### src/rtl/pac_move_ctrl_if.sv
// rtl/pac_move_ctrl_if.sv - game-side signal bundle for the Pac-Man movement controller
//
// Purpose: groups the tick/joystick inputs and the sprite/game-state outputs of
// pac_move_ctrl so the game FSM, renderer and controller share one connection.
//
// Parameters:
//   POS_W  pixel coordinate width
//   COL_W  cell column index width ($clog2(GRID_COLS) of the controller)
//   ROW_W  cell row index width    ($clog2(GRID_ROWS) of the controller)
//
// Signals (direction seen from the controller, modport slave):
//   tick        in   one-cycle game-step strobe
//   freeze      in   1 = ignore ticks
//   btn_l/r/u/d in   joystick levels
//   xpos, ypos  out  sprite top-left pixel position
//   cell_col    out  current column
//   cell_row    out  current row
//   dir         out  last committed direction, 0=L 1=R 2=U 3=D
//   moving      out  sprite advanced on the last tick
//   aligned     out  sprite exactly on a cell
//   legal       out  {L,R,U,D} map nibble of the current cell
//
// Modports: master = game side (drives tick/freeze/buttons), slave = controller.

interface pac_move_ctrl_if #(
    parameter int POS_W = 10,
    parameter int COL_W = 3,
    parameter int ROW_W = 3
);
    logic             tick;
    logic             freeze;
    logic             btn_l;
    logic             btn_r;
    logic             btn_u;
    logic             btn_d;
    logic [POS_W-1:0] xpos;
    logic [POS_W-1:0] ypos;
    logic [COL_W-1:0] cell_col;
    logic [ROW_W-1:0] cell_row;
    logic [1:0]       dir;
    logic             moving;
    logic             aligned;
    logic [3:0]       legal;

    modport master (
        output tick, freeze, btn_l, btn_r, btn_u, btn_d,
        input  xpos, ypos, cell_col, cell_row, dir, moving, aligned, legal
    );

    modport slave (
        input  tick, freeze, btn_l, btn_r, btn_u, btn_d,
        output xpos, ypos, cell_col, cell_row, dir, moving, aligned, legal
    );
endinterface

### src/rtl/pac_move_ctrl.sv
// rtl/pac_move_ctrl.sv - Pac-Man sprite movement controller (cell + offset, legal-map gated)
//
// Purpose: holds the sprite's maze cell and in-cell offset, buffers joystick
// requests and advances the sprite STEP_PX pixels per game tick along corridors
// allowed by a per-cell {L,R,U,D} legality map.
//
// Ports:
//   clk    in  system clock
//   rst_n  in  asynchronous reset, active low
//   bus    pac_move_ctrl_if.slave: tick, freeze, btn_l/r/u/d in;
//          xpos, ypos, cell_col, cell_row, dir, moving, aligned, legal out
//
// Configuration macro: TUNNEL_WRAP_EN
//   defined   - map-legal exits at the maze edge wrap to the opposite side
//   undefined - exits at the maze edge are always illegal, no wrap logic

module pac_move_ctrl #(
    parameter int GRID_COLS = 8,
    parameter int GRID_ROWS = 8,
    parameter int CELL_PX   = 60,
    parameter int ORIGIN_X  = 150,
    parameter int ORIGIN_Y  = 34,
    parameter int STEP_PX   = 1,
    parameter int POS_W     = 10,
    parameter int START_COL = 1,
    parameter int START_ROW = 1,
    parameter logic [4*GRID_ROWS*GRID_COLS-1:0] LEGAL_MAP =
        256'h01111000_45CC9800_43B73910_47CCEC98_43A22638_43911538_46CCCCA8_02222220
) (
    input  logic           clk,
    input  logic           rst_n,
    pac_move_ctrl_if.slave bus
);

    localparam int COL_W = $clog2(GRID_COLS);
    localparam int ROW_W = $clog2(GRID_ROWS);
    localparam int NCELL = GRID_COLS * GRID_ROWS;
    localparam int MAP_W = 4 * NCELL;
    localparam int IDX_W = $clog2(MAP_W);
    // One extra count so the R/D step can momentarily reach CELL_PX before rolling over.
    localparam int OFF_W = $clog2(CELL_PX + 1);

    localparam logic [COL_W-1:0] LAST_COL  = COL_W'(GRID_COLS - 1);
    localparam logic [ROW_W-1:0] LAST_ROW  = ROW_W'(GRID_ROWS - 1);
    localparam logic [COL_W-1:0] RST_COL   = COL_W'(START_COL);
    localparam logic [ROW_W-1:0] RST_ROW   = ROW_W'(START_ROW);
    localparam logic [OFF_W-1:0] STEP      = OFF_W'(STEP_PX);
    localparam logic [OFF_W-1:0] OFF_MAX   = OFF_W'(CELL_PX - STEP_PX);
    localparam logic [OFF_W-1:0] OFF_FULL  = OFF_W'(CELL_PX);
    localparam logic [POS_W-1:0] RST_X     = POS_W'(ORIGIN_X + START_COL * CELL_PX);
    localparam logic [POS_W-1:0] RST_Y     = POS_W'(ORIGIN_Y + START_ROW * CELL_PX);

    localparam logic [1:0] DIR_L = 2'd0;
    localparam logic [1:0] DIR_R = 2'd1;
    localparam logic [1:0] DIR_U = 2'd2;
    localparam logic [1:0] DIR_D = 2'd3;

    typedef enum logic {
        ST_STOP = 1'b0,
        ST_MOVE = 1'b1
    } state_t;

    state_t           state_q,  state_d;
    logic [1:0]       dir_q,    dir_d;
    logic [COL_W-1:0] col_q,    col_d;
    logic [ROW_W-1:0] row_q,    row_d;
    logic [OFF_W-1:0] off_q,    off_d;
    logic             moving_q, moving_d;
    logic             req_vld_q, req_vld_d;
    logic [1:0]       req_dir_q, req_dir_d;
    logic [POS_W-1:0] xpos_q,   xpos_d;
    logic [POS_W-1:0] ypos_q,   ypos_d;

    logic             req_vld_eff;
    logic [1:0]       req_dir_eff;
    logic [3:0]       cell_legal;
    logic [3:0]       eff_legal;
    logic             aligned;
    logic             step_en;
    logic             take_step;
    logic [1:0]       step_dir;
    logic [OFF_W-1:0] off_sum;

    // Cell k = row*GRID_COLS + col is nibble k counted from the MSB of the map.
    function automatic logic [3:0] map_nibble(input logic [COL_W-1:0] c,
                                              input logic [ROW_W-1:0] r);
        int               k;
        logic [IDX_W-1:0] idx;
        k   = int'(r) * GRID_COLS + int'(c);
        idx = IDX_W'(4 * (NCELL - 1 - k));
        return LEGAL_MAP[idx +: 4];
    endfunction

    function automatic logic [COL_W-1:0] col_inc(input logic [COL_W-1:0] c);
`ifdef TUNNEL_WRAP_EN
        return (c == LAST_COL) ? '0 : c + 1'b1;
`else
        return c + 1'b1;
`endif
    endfunction

    function automatic logic [COL_W-1:0] col_dec(input logic [COL_W-1:0] c);
`ifdef TUNNEL_WRAP_EN
        return (c == '0) ? LAST_COL : c - 1'b1;
`else
        return c - 1'b1;
`endif
    endfunction

    function automatic logic [ROW_W-1:0] row_inc(input logic [ROW_W-1:0] r);
`ifdef TUNNEL_WRAP_EN
        return (r == LAST_ROW) ? '0 : r + 1'b1;
`else
        return r + 1'b1;
`endif
    endfunction

    function automatic logic [ROW_W-1:0] row_dec(input logic [ROW_W-1:0] r);
`ifdef TUNNEL_WRAP_EN
        return (r == '0) ? LAST_ROW : r - 1'b1;
`else
        return r - 1'b1;
`endif
    endfunction

    assign cell_legal = map_nibble(col_q, row_q);
    assign aligned    = (off_q == '0);
    assign step_en    = bus.tick & ~bus.freeze;
    assign off_sum    = off_q + STEP;

`ifdef TUNNEL_WRAP_EN
    assign eff_legal = cell_legal;
`else
    // Edge exits are closed whatever the map says.
    assign eff_legal = {cell_legal[3] & (col_q != '0),
                        cell_legal[2] & (col_q != LAST_COL),
                        cell_legal[1] & (row_q != '0),
                        cell_legal[0] & (row_q != LAST_ROW)};
`endif

    // A button held this cycle overrides the buffered request so that a press
    // coinciding with a tick is acted on by that tick.
    always_comb begin
        req_vld_eff = req_vld_q;
        req_dir_eff = req_dir_q;
        if (bus.btn_l) begin
            req_vld_eff = 1'b1;
            req_dir_eff = DIR_L;
        end else if (bus.btn_r) begin
            req_vld_eff = 1'b1;
            req_dir_eff = DIR_R;
        end else if (bus.btn_u) begin
            req_vld_eff = 1'b1;
            req_dir_eff = DIR_U;
        end else if (bus.btn_d) begin
            req_vld_eff = 1'b1;
            req_dir_eff = DIR_D;
        end
    end

    // Next-state: movement decision then the single-axis step.
    always_comb begin
        state_d   = state_q;
        dir_d     = dir_q;
        col_d     = col_q;
        row_d     = row_q;
        off_d     = off_q;
        moving_d  = moving_q;
        req_vld_d = req_vld_eff;
        req_dir_d = req_dir_eff;
        take_step = 1'b0;
        step_dir  = dir_q;

        if (bus.freeze) begin
            moving_d = 1'b0;
        end

        if (step_en) begin
            if (aligned) begin
                if (req_vld_eff && eff_legal[2'd3 - req_dir_eff]) begin
                    dir_d     = req_dir_eff;
                    step_dir  = req_dir_eff;
                    req_vld_d = 1'b0;
                    state_d   = ST_MOVE;
                    take_step = 1'b1;
                end else if (state_q == ST_MOVE && eff_legal[2'd3 - dir_q]) begin
                    take_step = 1'b1;
                end else begin
                    state_d = ST_STOP;
                end
            end else begin
                // Between cells the sprite always moves; only a reversal may
                // be applied here, other requests wait for the next cell.
                state_d   = ST_MOVE;
                take_step = 1'b1;
                if (req_vld_eff && req_dir_eff == (dir_q ^ 2'b01)) begin
                    dir_d     = req_dir_eff;
                    step_dir  = req_dir_eff;
                    req_vld_d = 1'b0;
                end
            end
            moving_d = take_step;

            // The offset always measures from the lower-indexed cell, so L/U
            // steps out of an aligned cell move the cell index first.
            if (take_step) begin
                case (step_dir)
                    DIR_R: begin
                        if (off_sum == OFF_FULL) begin
                            off_d = '0;
                            col_d = col_inc(col_q);
                        end else begin
                            off_d = off_sum;
                        end
                    end
                    DIR_D: begin
                        if (off_sum == OFF_FULL) begin
                            off_d = '0;
                            row_d = row_inc(row_q);
                        end else begin
                            off_d = off_sum;
                        end
                    end
                    DIR_L: begin
                        if (aligned) begin
                            col_d = col_dec(col_q);
                            off_d = OFF_MAX;
                        end else begin
                            off_d = off_q - STEP;
                        end
                    end
                    default: begin
                        if (aligned) begin
                            row_d = row_dec(row_q);
                            off_d = OFF_MAX;
                        end else begin
                            off_d = off_q - STEP;
                        end
                    end
                endcase
            end
        end
    end

    // Pixel position follows the next cell/offset so it lands with the step.
    always_comb begin
        xpos_d = POS_W'(ORIGIN_X) + POS_W'(col_d) * POS_W'(CELL_PX);
        ypos_d = POS_W'(ORIGIN_Y) + POS_W'(row_d) * POS_W'(CELL_PX);
        if (dir_d[1] == 1'b0) begin
            xpos_d = xpos_d + POS_W'(off_d);
        end else begin
            ypos_d = ypos_d + POS_W'(off_d);
        end
    end

    always_ff @(posedge clk or negedge rst_n) begin
        if (!rst_n) begin
            state_q   <= ST_STOP;
            dir_q     <= DIR_L;
            col_q     <= RST_COL;
            row_q     <= RST_ROW;
            off_q     <= '0;
            moving_q  <= 1'b0;
            req_vld_q <= 1'b0;
            req_dir_q <= DIR_L;
            xpos_q    <= RST_X;
            ypos_q    <= RST_Y;
        end else begin
            state_q   <= state_d;
            dir_q     <= dir_d;
            col_q     <= col_d;
            row_q     <= row_d;
            off_q     <= off_d;
            moving_q  <= moving_d;
            req_vld_q <= req_vld_d;
            req_dir_q <= req_dir_d;
            xpos_q    <= xpos_d;
            ypos_q    <= ypos_d;
        end
    end

    assign bus.xpos     = xpos_q;
    assign bus.ypos     = ypos_q;
    assign bus.cell_col = col_q;
    assign bus.cell_row = row_q;
    assign bus.dir      = dir_q;
    assign bus.moving   = moving_q;
    assign bus.aligned  = aligned;
    assign bus.legal    = cell_legal;

endmodule

### src/flat_wrapper.sv
// flat-port wrapper written by rule: the top's interface ports become plain ports
module pac_move_ctrl_flat 
#(
    parameter int GRID_COLS = 8,
    parameter int GRID_ROWS = 8,
    parameter int CELL_PX   = 60,
    parameter int ORIGIN_X  = 150,
    parameter int ORIGIN_Y  = 34,
    parameter int STEP_PX   = 1,
    parameter int POS_W     = 10,
    parameter int START_COL = 1,
    parameter int START_ROW = 1,
    parameter logic [4*GRID_ROWS*GRID_COLS-1:0] LEGAL_MAP =
        256'h01111000_45CC9800_43B73910_47CCEC98_43A22638_43911538_46CCCCA8_02222220
)
  (clk, rst_n, bus_tick, bus_freeze, bus_btn_l, bus_btn_r, bus_btn_u, bus_btn_d, bus_xpos, bus_ypos, bus_cell_col, bus_cell_row, bus_dir, bus_moving, bus_aligned, bus_legal);
  pac_move_ctrl_if #(.POS_W(POS_W), .COL_W(3), .ROW_W(3)) bus_i ();
  input  logic clk;
  input  logic rst_n;
  input wire logic [$bits(bus_i.tick)-1:0] bus_tick;
  input wire logic [$bits(bus_i.freeze)-1:0] bus_freeze;
  input wire logic [$bits(bus_i.btn_l)-1:0] bus_btn_l;
  input wire logic [$bits(bus_i.btn_r)-1:0] bus_btn_r;
  input wire logic [$bits(bus_i.btn_u)-1:0] bus_btn_u;
  input wire logic [$bits(bus_i.btn_d)-1:0] bus_btn_d;
  output wire logic [$bits(bus_i.xpos)-1:0] bus_xpos;
  output wire logic [$bits(bus_i.ypos)-1:0] bus_ypos;
  output wire logic [$bits(bus_i.cell_col)-1:0] bus_cell_col;
  output wire logic [$bits(bus_i.cell_row)-1:0] bus_cell_row;
  output wire logic [$bits(bus_i.dir)-1:0] bus_dir;
  output wire logic [$bits(bus_i.moving)-1:0] bus_moving;
  output wire logic [$bits(bus_i.aligned)-1:0] bus_aligned;
  output wire logic [$bits(bus_i.legal)-1:0] bus_legal;
  assign bus_i.tick = bus_tick;
  assign bus_i.freeze = bus_freeze;
  assign bus_i.btn_l = bus_btn_l;
  assign bus_i.btn_r = bus_btn_r;
  assign bus_i.btn_u = bus_btn_u;
  assign bus_i.btn_d = bus_btn_d;
  assign bus_xpos = bus_i.xpos;
  assign bus_ypos = bus_i.ypos;
  assign bus_cell_col = bus_i.cell_col;
  assign bus_cell_row = bus_i.cell_row;
  assign bus_dir = bus_i.dir;
  assign bus_moving = bus_i.moving;
  assign bus_aligned = bus_i.aligned;
  assign bus_legal = bus_i.legal;
  pac_move_ctrl #(.GRID_COLS(GRID_COLS), .GRID_ROWS(GRID_ROWS), .CELL_PX(CELL_PX), .ORIGIN_X(ORIGIN_X), .ORIGIN_Y(ORIGIN_Y), .STEP_PX(STEP_PX), .POS_W(POS_W), .START_COL(START_COL), .START_ROW(START_ROW), .LEGAL_MAP(LEGAL_MAP)) u_core (.clk(clk), .rst_n(rst_n), .bus(bus_i));
endmodule
### config.mk
export PLATFORM = sky130hd
export DESIGN_NAME = pac_move_ctrl_flat
export DESIGN_NICKNAME = d
export VERILOG_FILES = /design/src/rtl/pac_move_ctrl_if.sv /design/src/rtl/pac_move_ctrl.sv /design/src/flat_wrapper.sv
export SDC_FILE = /design/constraint.sdc
export NUM_CORES = 1
export LEC_CHECK = 0
export ABC_AREA = 0
export BUFFER_PORTS_ARGS = -buffer_cell sky130_fd_sc_hd__buf_2
export CORE_MARGIN = 2
export CORE_UTILIZATION = 35
export DETAILED_ROUTE_END_ITERATION = 7
export HOLD_SLACK_MARGIN = 0.02
export PLACE_DENSITY = 0.54
export RECOVER_POWER = 25
export SLEW_MARGIN = 0
export SYNTH_ARGS = -nofsm -noshare
export SYNTH_HDL_FRONTEND = slang
export SYNTH_SLANG_ARGS = --single-unit
### constraint.sdc
create_clock -name clk -period 14.2 [get_ports clk]
set_input_delay 0.71 -clock clk [delete_from_list [all_inputs] [get_ports clk]]
set_output_delay 0.71 -clock clk [all_outputs]
set_load 0.005 [all_outputs]
Word level (Yosys, flattened, before mapping)
Index checks and enable logic that the tools add are counted.
- word-level logic and storage cells: 102
- bits of input ports: 8
- bits in registers: 39
- output and inout bits: 34
- equality and inequality tests: 7
- shifts and indexed selects: 1
- reduce and logical (&&, ||, !) cells: 11
- magnitude comparators: 2
- mux-type cells: 47
- $mul: 2
- $add $sub $neg: 14
- bitwise operators: 7
- operator list (kind ; count):
    $shiftx 256x9->4 const A ; 1
    $mux 6 ; 5
    $mux 3 ; 8
    $add 10x6->10 ; 2
    $mux 10 ; 2
    $mux 1 ; 19
    $mux 2 ; 9
    $mul 3x4->7 const B ; 2
    $pmux 3 s2 ; 2
    $add 6x9->10 const A ; 1
    $add 8x9->10 const A ; 1
    $add 3x1->3 const B ; 2
    $add 6x1->6 const B ; 1
    $add 6x3->6 ; 1
    $eq 6x6->1 const B ; 1
    $logic_not 6->1 ; 1
    $lt 2x3->1 const B ; 2
    $ne 3x3->1 const B ; 2
    $reduce_bool 3->1 ; 2
    $sub 1x6->6 const A ; 1
    $sub 3x1->3 const B ; 2
    $sub 6x1->6 const B ; 1
    $and 1x1->1 ; 5
    $bmux 1 s2 ; 2
    11 further kinds ; 16

Depth between registers and ports, before layout
Gate-level depths: netlist (run 1).
- depth in word-level cells: 20
- mapped depth: 27
- gate-level depth less buffers: 26

Worst setup path after synthesis (run 1)
OpenSTA, ideal clock, no wires.
- path type: register to register
- from: reg u_core.col_q[0], in the netlist u_core.bus.cell_col[0]
- to: reg u_core.ypos_q[9], in the netlist u_core.bus.ypos[9]
- arrival time: 5.917 ns
- cell stages (with the launch flop): 24
- setup slack: 8.215 ns
- period minus slack after synthesis: 5.985 ns
- path through: dfstp_2 > inv_1 > ha_1 > mux2_2 > mux2i_1 > nor4_1 > or3_1 > mux4_2 > a31oi_1 > o221ai_1 > a211oi_2 > fa_1 > inv_1 > ha_1 > fa_1 > inv_1 > ha_1 > inv_1 > nor2_1 > o21ai_0 > nor2_1 > a311o_1 > a21oi_1 > a41o_1
- word-level cells in the longest chain between the ends: 19
- ends and longest elaborated chain (element ; RTL line ; text):
    start: declaration ; pac_move_ctrl.sv:65 ; logic [COL_W-1:0] col_q, col_d;
    start signal: assignment ; pac_move_ctrl.sv:271 ; col_q <= col_d;
    $add 6x3->6 ; pac_move_ctrl.sv:89 ; k = int'(r) * GRID_COLS + int'(c);
    $sub 1x6->6 ; pac_move_ctrl.sv:90 ; idx = IDX_W'(4 * (NCELL - 1 - k));
    $shiftx 256x9->4 ; pac_move_ctrl.sv:91 ; return LEGAL_MAP[idx +: 4];
    $and 1x1->1, on equally long branches ; n/a ;
    $bmux 1 s2 ; pac_move_ctrl.sv:180 ; if (req_vld_eff && eff_legal[2'd3 - req_dir_eff]) begin
    $mux 1 (implied by the code) ; pac_move_ctrl.sv:180 ;
    $logic_and 1x1->1 ; pac_move_ctrl.sv:180 ;
    $mux 2 ; pac_move_ctrl.sv:180 ;
    [5 not listed] ; n/a ;
    $mux 3 * ; pac_move_ctrl.sv:206 ; if (take_step) begin
    $mux 3 * ; pac_move_ctrl.sv:178 ; if (step_en) begin
    named net u_core.row_d[1] ; pac_move_ctrl.sv:66 ; logic [ROW_W-1:0] row_q, row_d;
    $mul 3x4->7 * ; pac_move_ctrl.sv:248 ; ypos_d = POS_W'(ORIGIN_Y) + POS_W'(row_d) * POS_W'(CELL_PX);
    $add 6x9->10 * ; pac_move_ctrl.sv:248 ;
    $add 10x6->10 ; pac_move_ctrl.sv:252 ; ypos_d = ypos_d + POS_W'(off_d);
    $mux 10 * ; pac_move_ctrl.sv:249 ; if (dir_d[1] == 1'b0) begin
    named net u_core.ypos_d[9] ; pac_move_ctrl.sv:72 ; logic [POS_W-1:0] ypos_q, ypos_d;
    end signal: assignment ; pac_move_ctrl.sv:278 ; ypos_q <= ypos_d;
    end: declaration ; pac_move_ctrl.sv:72 ;
Mark *: on every way through the listed nets, which the timed path passes. The rest lies on a longest branch. The select of a mux whose other input is x is not followed.
A chain may end at the register's enable or synchronous reset.

Worst setup path in the final report (run 1)
- from: reg u_core.row_q[1], in the netlist u_core.bus.cell_row[1]
- to: reg u_core.ypos_q[9], in the netlist u_core.bus.ypos[9]
- word-level cells in the longest chain between the ends: 19
- ends and longest elaborated chain (element ; RTL line ; text):
    start: declaration ; pac_move_ctrl.sv:66 ;
    start signal: assignment ; pac_move_ctrl.sv:272 ; row_q <= row_d;
    $add 6x3->6 ; pac_move_ctrl.sv:89 ;
    $sub 1x6->6 ; pac_move_ctrl.sv:90 ;
    $shiftx 256x9->4 ; pac_move_ctrl.sv:91 ;
    $and 1x1->1, on equally long branches ; n/a ;
    $bmux 1 s2 ; pac_move_ctrl.sv:180 ;
    $mux 1 (implied by the code) ; pac_move_ctrl.sv:180 ;
    $logic_and 1x1->1 ; pac_move_ctrl.sv:180 ;
    $mux 2 ; pac_move_ctrl.sv:180 ;
    [5 not listed] ; n/a ;
    $mux 3 * ; pac_move_ctrl.sv:206 ;
    $mux 3 * ; pac_move_ctrl.sv:178 ;
    named net u_core.row_d[2] ; pac_move_ctrl.sv:66 ;
    $mul 3x4->7 * ; pac_move_ctrl.sv:248 ;
    $add 6x9->10 * ; pac_move_ctrl.sv:248 ;
    $add 10x6->10 ; pac_move_ctrl.sv:252 ;
    $mux 10 * ; pac_move_ctrl.sv:249 ;
    named net u_core.ypos_d[9] ; pac_move_ctrl.sv:72 ;
Marks and branches as above.

==> results of run 1 <==
## registers in the layout, summed over array words and instances, names as in the netlist
name / flops
u_core.bus.moving: 1
u_core.bus.cell_row: 3
u_core.bus.ypos: 10
u_core.bus.dir: 2
u_core.state_q: 1
u_core.off_q: 6
u_core.req_dir_q: 2
u_core.req_vld_q: 1
u_core.bus.cell_col: 3
u_core.bus.xpos: 10
## Yosys cell counts, drive strengths merged, types with 7 or more instances
| cell | number | area (um^2) |
|---|---|---|
| dfrtp | 28 | 701 |
| xnor2 | 17 | 168 |
| nand2 | 33 | 124 |
| or3 | 7 | 48.8 |
| nor3 | 14 | 91.3 |
| dfstp | 11 | 289 |
| mux2i | 12 | 120 |
| xor2 | 9 | 86.3 |
| inv | 30 | 113 |
| nor2b | 12 | 75.1 |
| a21oi | 26 | 134 |
| o211ai | 8 | 60.1 |
| nor2 | 33 | 124 |
| o21ai | 33 | 184 |
| nor4 | 7 | 43.8 |
| nand3 | 14 | 70.1 |
| ha | 39 | 488 |
| fa | 8 | 160 |
## placed cells by master (no fill, tap or decap), types with 5 or more instances in the layout
cell	n
inv_1	27
nand3_1	14
a21oi_1	25
nand2_1	33
buf_2	40
ha_1	39
nor4_1	7
nand2b_1	5
or3_1	6
o21ai_0	27
xnor2_1	16
nor2b_1	12
nor3_1	11
fa_1	8
a21o_1	6
clkbuf_8	6
mux2i_1	12
nand4_1	5
dfrtp_1	28
dfstp_2	11
nor2_1	33
mux2_2	5
xor2_1	8
o211ai_1	8
## worst min-delay path: cells and delay by family (launching register included)
family	cells	cell delay, ns
DFF	1	0.35
and+or+nand+nor	2	0.12
## routing by layer
layer	part of all wire, %	vias up	routed length (um)	track usage (%)
met5	0	-	0	0
met4	1.6	0	153	4.12
met3	4.0	12	378	2.93
met2	46	72	4310	27.6
met1	48	1569	4500	23.2
li1	-	1650	-	-
## layout make-up
cell class | count | area, um^2 | share of cell area [%]
timing repair buffer | 43 | 215 | 5.03
sequential | 39 | 990 | 23.1
multi-input combinational | 355 | 2690 | 62.9
inverter | 30 | 113 | 2.63
tap | 140 | 175 | 4.10
clock inverter | 1 | 5.00 | 0.117
clock buffer | 7 | 86.3 | 2.02
## metrics by stage
step	instance area, um^2	util [%]	std cells
6_report	4280	39.6	615
5_1_grt	4280	39.6	615
4_1_cts	4280	39.7	615
2_1_floorplan	3860	-	436
3_3_place_gp	4190	38.8	607
3_5_place_dp	4190	38.8	607
## power breakdown
group / switching (W) / internal (W) / total (W)
sequential: 0.0000493 / 0.000173 / 0.000222
combinational: 0.000519 / 0.000397 / 0.000917
clock: 0.0000427 / 0.0000393 / 0.0000820
## cells by family after synthesis
logic type | count (synthesis) | synth area share (%)
buf+inv | 42 | 4.64
fa+ha+maj | 47 | 16.8
compound gates | 114 | 20.5
flops | 39 | 25.6
xor+xnor | 26 | 6.58
simple gates | 148 | 19.8
mux | 20 | 6.03
## worst paths after layout
check                                        from  slack (ns)                  to  cells after the start
setup / recovery           u_core.bus.cell_row[1]        7.34  u_core.bus.ypos[9]                     24
hold / removal                  u_core.bus.moving        0.49   u_core.bus.moving                      2
setup reg to reg           u_core.bus.cell_row[1]        7.34  u_core.bus.ypos[9]                     24
hold reg to reg                 u_core.bus.moving        0.49   u_core.bus.moving                      2
max in group asynchronous                   rst_n       11.92  u_core.bus.ypos[8]                      1
min in group asynchronous                   rst_n        1.02    u_core.req_vld_q                      1
==> metrics.csv, run 1 <==
stage,metric,value,unit
timing,minimum clock period,6.86,ns
final_layout,share of cells above drive strength 1,19.2,%
pwr,overall power,0.00122,W
timing,final hold viol count,0,
critical_path,CP arrival,7.09,ns
timing,Fin Clk Skew,0.0119,ns
logic_synthesis,ys flop type,dfrtp_1,
clocking,H-tree levels,2,
critical_path,CP Capture Type,flip-flop,
clocking,CTS Buf Count,5,
timing,RSZ-0062 raised after global routing,no,
floorplan,Die Area,11900,um^2
grt,vias in the first global route,3135,
route,via count,3303,
floorplan,DIE HEIGHT,109,um
timing,f_max,146,MHz
logic_synthesis,Mapped Area,3860,um^2
clocking,CTS Buffer Depth,2,
critical_path,worst path required time,14.43,ns
outcome,status,finished with violations,
final_layout,Area growth syn-to-layout,10.8,%
place,pre-CTS setup slack,7.32,ns
final_layout,Ant. Diodes,0,
floorplan,io pins,42,
critical_path,startpoint types,flip-flop,
logic_synthesis,#FFs+latches synth,39,
route,vias per cell,5.37,
grt,antenna violations before repair,0,
critical_path,CP max FO,21,
route,routed wire length,9.35,mm
timing,Final Cycle Share,48.3,%
pwr,PwrDens,286,nW/um^2
logic_synthesis,register area share after synthesis,25.6,%
route,DRC,0,
critical_path,Crit Path Class,reg2reg,
clocking,Worst-path clk slew,0.09,ns
grt,pin count of the biggest net entering global routing,40,
floorplan,FP Rows,38,
outcome,failing checks,"max-capacitance violations, max-slew violations",
route,Post-DRT Antenna Nets,0,
critical_path,CP max stage delay,0.74,ns
route,First-pass DRT Iterations,4,
timing,final worst slack,7.34,ns
logic_synthesis,Post-synth EDFFs,0,
job,max-cap viol count,1,
min_path,Min-Delay Path Class,reg2reg,
route,drt wl/cell,15.2,um
floorplan,Die Wd,109,um
logic_synthesis,"Distinct cells, synth",71,
timing,Slew headroom,-44.2,%
clocking,Worst-Skew Late Latency,0.30,ns
grt,gr ovfl total,0,
logic_synthesis,Synth Instances,436,
pwr,leak pwr,1.91,nW
grt,global-route usage over all layers,16.9,%
timing,Slew @ Worst Pin,2.16,ns
timing,final setup fails,0,
final_layout,fill cell count,1085,
clocking,root buffer cell,clkbuf_8,
logic_synthesis,Syn Nets,491,
clocking,TritonCTS clock tree,done,
clocking,Post-CTS Hold Fix Bufs,0,
floorplan,Initial Utilization,35.8,%
critical_path,Buf/Inv on CP,3,
clocking,Post-CTS Repair Setup Buffers,0,
place,GPL Wtd Cong,0.860,
place,Port Buffers,41,
clocking,CTS resizes,0,
logic_synthesis,YS warnings,0,
timing,fin. max-slew vios,40,
critical_path,CP max-delay cell,dfrtp_1,
timing,Fin Hold WS,0.491,ns
timing,Setup TNS,0,ns
grt,global-route wire length before repair,15.8,mm
place,hpwl dp,7.13,mm
critical_path,"delay-heaviest family, CP",compound AO/OA/AOI/OAI gates,
logic_synthesis,asr flop ratio synth,100,%
critical_path,CP cell instances,"ha_1, nand2b_1, xor2_2, mux2i_1, nand2b_1, mux4_2, o21ai_2, o21a_2, o21a_1, a21oi_1, a211oi_1, fa_1, inv_1, ha_1, fa_1, inv_1, ha_1, inv_1, nor2_1, o21ai_0, nor2_1, a311o_1, a21oi_1, a41o_1",
pwr,Worst IR Drop VDD,0.156,mV
floorplan,core area,10800,um^2
logic_synthesis,Synth Area per Inst,8.85,um^2
final_layout,Nets,529,
clocking,Sink Count,39,
route,1st-iter DRT viols,222,
Note: power is estimated with default switching activity, not from simulation.
==> run 2, diff against run 1 <==
- clock period: 14.2 -> 6.4 ns (I/O delays scaled with it)
==> metrics.csv, run 2 (synthesis gave the netlist of run 1 again) <==
stage,metric,value,unit
final_layout,Nets,567,
clocking,root buffer cell,clkbuf_8,
final_layout,most frequent cells in the layout,"40 x buf_2, 39 x buf_4, 37 x ha_1, 33 x nor2_1, 33 x nand2_1",
floorplan,Die Wd,109,um
grt,pin count of the biggest net entering global routing,40,
critical_path,startpoint types,flip-flop,
pwr,Worst IR Drop VDD,0.404,mV
timing,Setup TNS,0,ns
pwr,PwrDens,653,nW/um^2
route,1st-iter DRT viols,149,
timing,fin. max-slew vios,40,
floorplan,io pins,42,
outcome,status,finished with violations,
timing,Final Cycle Share,94.6,%
min_path,min-delay src,bus_freeze,
clocking,CTS Buf Count,5,
floorplan,Die Area,11900,um^2
final_layout,"most common cell after layout, fill and taps aside",buf_2,
route,drt wl/cell,15.3,um
critical_path,CP arrival,6.27,ns
timing,minimum clock period,6.06,ns
clocking,Sink Count,39,
grt,gr ovfl total,0,
critical_path,Critical R2R Launch,u_core.bus.cell_col[0],
timing,Slew headroom,-46.9,%
final_layout,"Design Area, Final",4790,um^2
clocking,H-tree levels,2,
clocking,TritonCTS clock tree,done,
floorplan,core area,10800,um^2
place,Placed Cells,635,
route,DRC,0,
clocking,Post-CTS Hold Fix Bufs,0,
place,hpwl dp,7.54,mm
clocking,Worst-Skew Late Latency,0.29,ns
floorplan,Initial Utilization,35.8,%
route,vias per cell,5.30,
route,via count,3464,
critical_path,crit path from,u_core.bus.cell_col[0],
place,DP Area,4400,um^2
grt,antenna violations before repair,0,
timing,Fin Hold WS,0.295,ns
clocking,CTS Buffer Depth,2,
timing,Fin Clk Skew,0.0113,ns
final_layout,Layout Cells excl Fill,653,
place,Port Buffers,41,
place,GPL Wtd Cong,0.858,
critical_path,CP max FO,6,
pwr,overall power,0.00313,W
floorplan,DIE HEIGHT,109,um
route,routed wire length,9.97,mm
final_layout,share of cells above drive strength 1,30.2,%
timing,Slew @ Worst Pin,2.20,ns
final_layout,Area growth syn-to-layout,24.2,%
critical_path,CP Capture Type,flip-flop,
grt,global-route usage over all layers,17.2,%
route,First-pass DRT Iterations,5,
grt,vias in the first global route,3295,
floorplan,FP Rows,38,
outcome,failing checks,"max-capacitance violations, max-slew violations",
critical_path,worst path required time,6.62,ns
pwr,leak pwr,2.13,nW
clocking,Worst-path clk slew,0.09,ns
min_path,Min-Delay Path Class,in2reg,
route,Post-DRT Antenna Nets,0,
grt,global-route wire length before repair,16.2,mm
timing,final setup fails,0,
timing,final hold viol count,0,
final_layout,Ant. Diodes,0,
critical_path,Crit Path Class,reg2reg,
job,max-cap viol count,1,
timing,f_max,165,MHz
run 2: cell count changes in the layout (fill, tap and decap cells not counted), moves of 2 or more:
cell,previous run,this run
nor3_2,2,4
nor4_2,0,4
nor4_1,7,2
nor3_1,11,9
xnor2_1,16,13
clkinvlp_4,0,2
ha_1,39,37
xnor2_2,0,3
mux2i_4,0,3
buf_4,1,39
mux2i_1,12,9
bufinv_16,0,2
run 2: repair_timing:
action                                 4_1_cts  5_1_grt
pin swaps                                    0        5
buffers inserted                             0       10
endpoints found under the hold margin        0        0
gates resized for setup                      1       30
setup endpoints to repair                    1        8
run 2: worst paths after layout:
| kind | endpoint | slack [ns] | cells after the start |
|---|---|---|---|
| min reg2reg | u_core.bus.moving | 0.48 | 2 |
| min in group asynchronous | u_core.req_vld_q | 0.67 | 1 |
| max | u_core.bus.xpos[8] | 0.34 | 24 |
| max reg2reg | u_core.bus.xpos[8] | 0.34 | 24 |
| min | u_core.bus.moving | 0.30 | 4 |
| max in group asynchronous | u_core.bus.cell_col[1] | 4.32 | 1 |
run 2: power by group:
group	total (W)	switching (W)	leakage [nW]	internal [W]
Sequential	0.000455	0.0000714	0.461	0.000384
Combinational	0.00242	0.00130	1.60	0.00113
Clock	0.000249	0.0000938	0.0644	0.000156
run 2: area by class of cell:
type | count | area [um^2]
Fill cell | 1043 | 6000
Multi-Input combinational cell | 355 | 2870
Sequential cell | 39 | 991
Timing Repair Buffer | 81 | 500
Tap cell | 140 | 175
Inverter | 30 | 116
Clock buffer | 5 | 68.8
Clock inverter | 3 | 67.6
run 2: worst max-delay path, stage by stage, from the launching register on:
cell and delay [ns]:
dfstp_2 0.57, inv_1 0.10, ha_1 0.24, mux2_2 0.33, mux2i_4 0.23, nor3_1 0.11, or3_1 0.36, mux4_2 0.48
a41oi_2 0.19, o21ai_4 0.11, a21oi_1 0.15, o22a_1 0.15, and2_4 0.16, inv_1 0.10, fa_1 0.49, inv_1 0.09
ha_2 0.22, fa_2 0.65, xnor2_2 0.10, ha_1 0.35, a21oi_1 0.15, nor2_1 0.05, a41o_1 0.28, mux2i_1 0.14
nor3_1 0.17
run 2: through the flow:
stage	setup slack [ns]	util, %
floorplan	0.415	-
global placement	0.0538	40.8
detailed placement	0.0202	40.8
CTS	0.0528	42.1
global route	-0.0142	44.4
finish	0.344	44.4
run 2: metal layers:
metal  vias up  share of wire, %  routed length, um  track usage (%)
li1       1730                 -                  -                -
met1      1658                46               4610             22.6
met2        72                50               4980             29.9
met3         4               3.2                323             2.87
met4         0              0.46                 46             2.93
met5         -                 0                  0                0
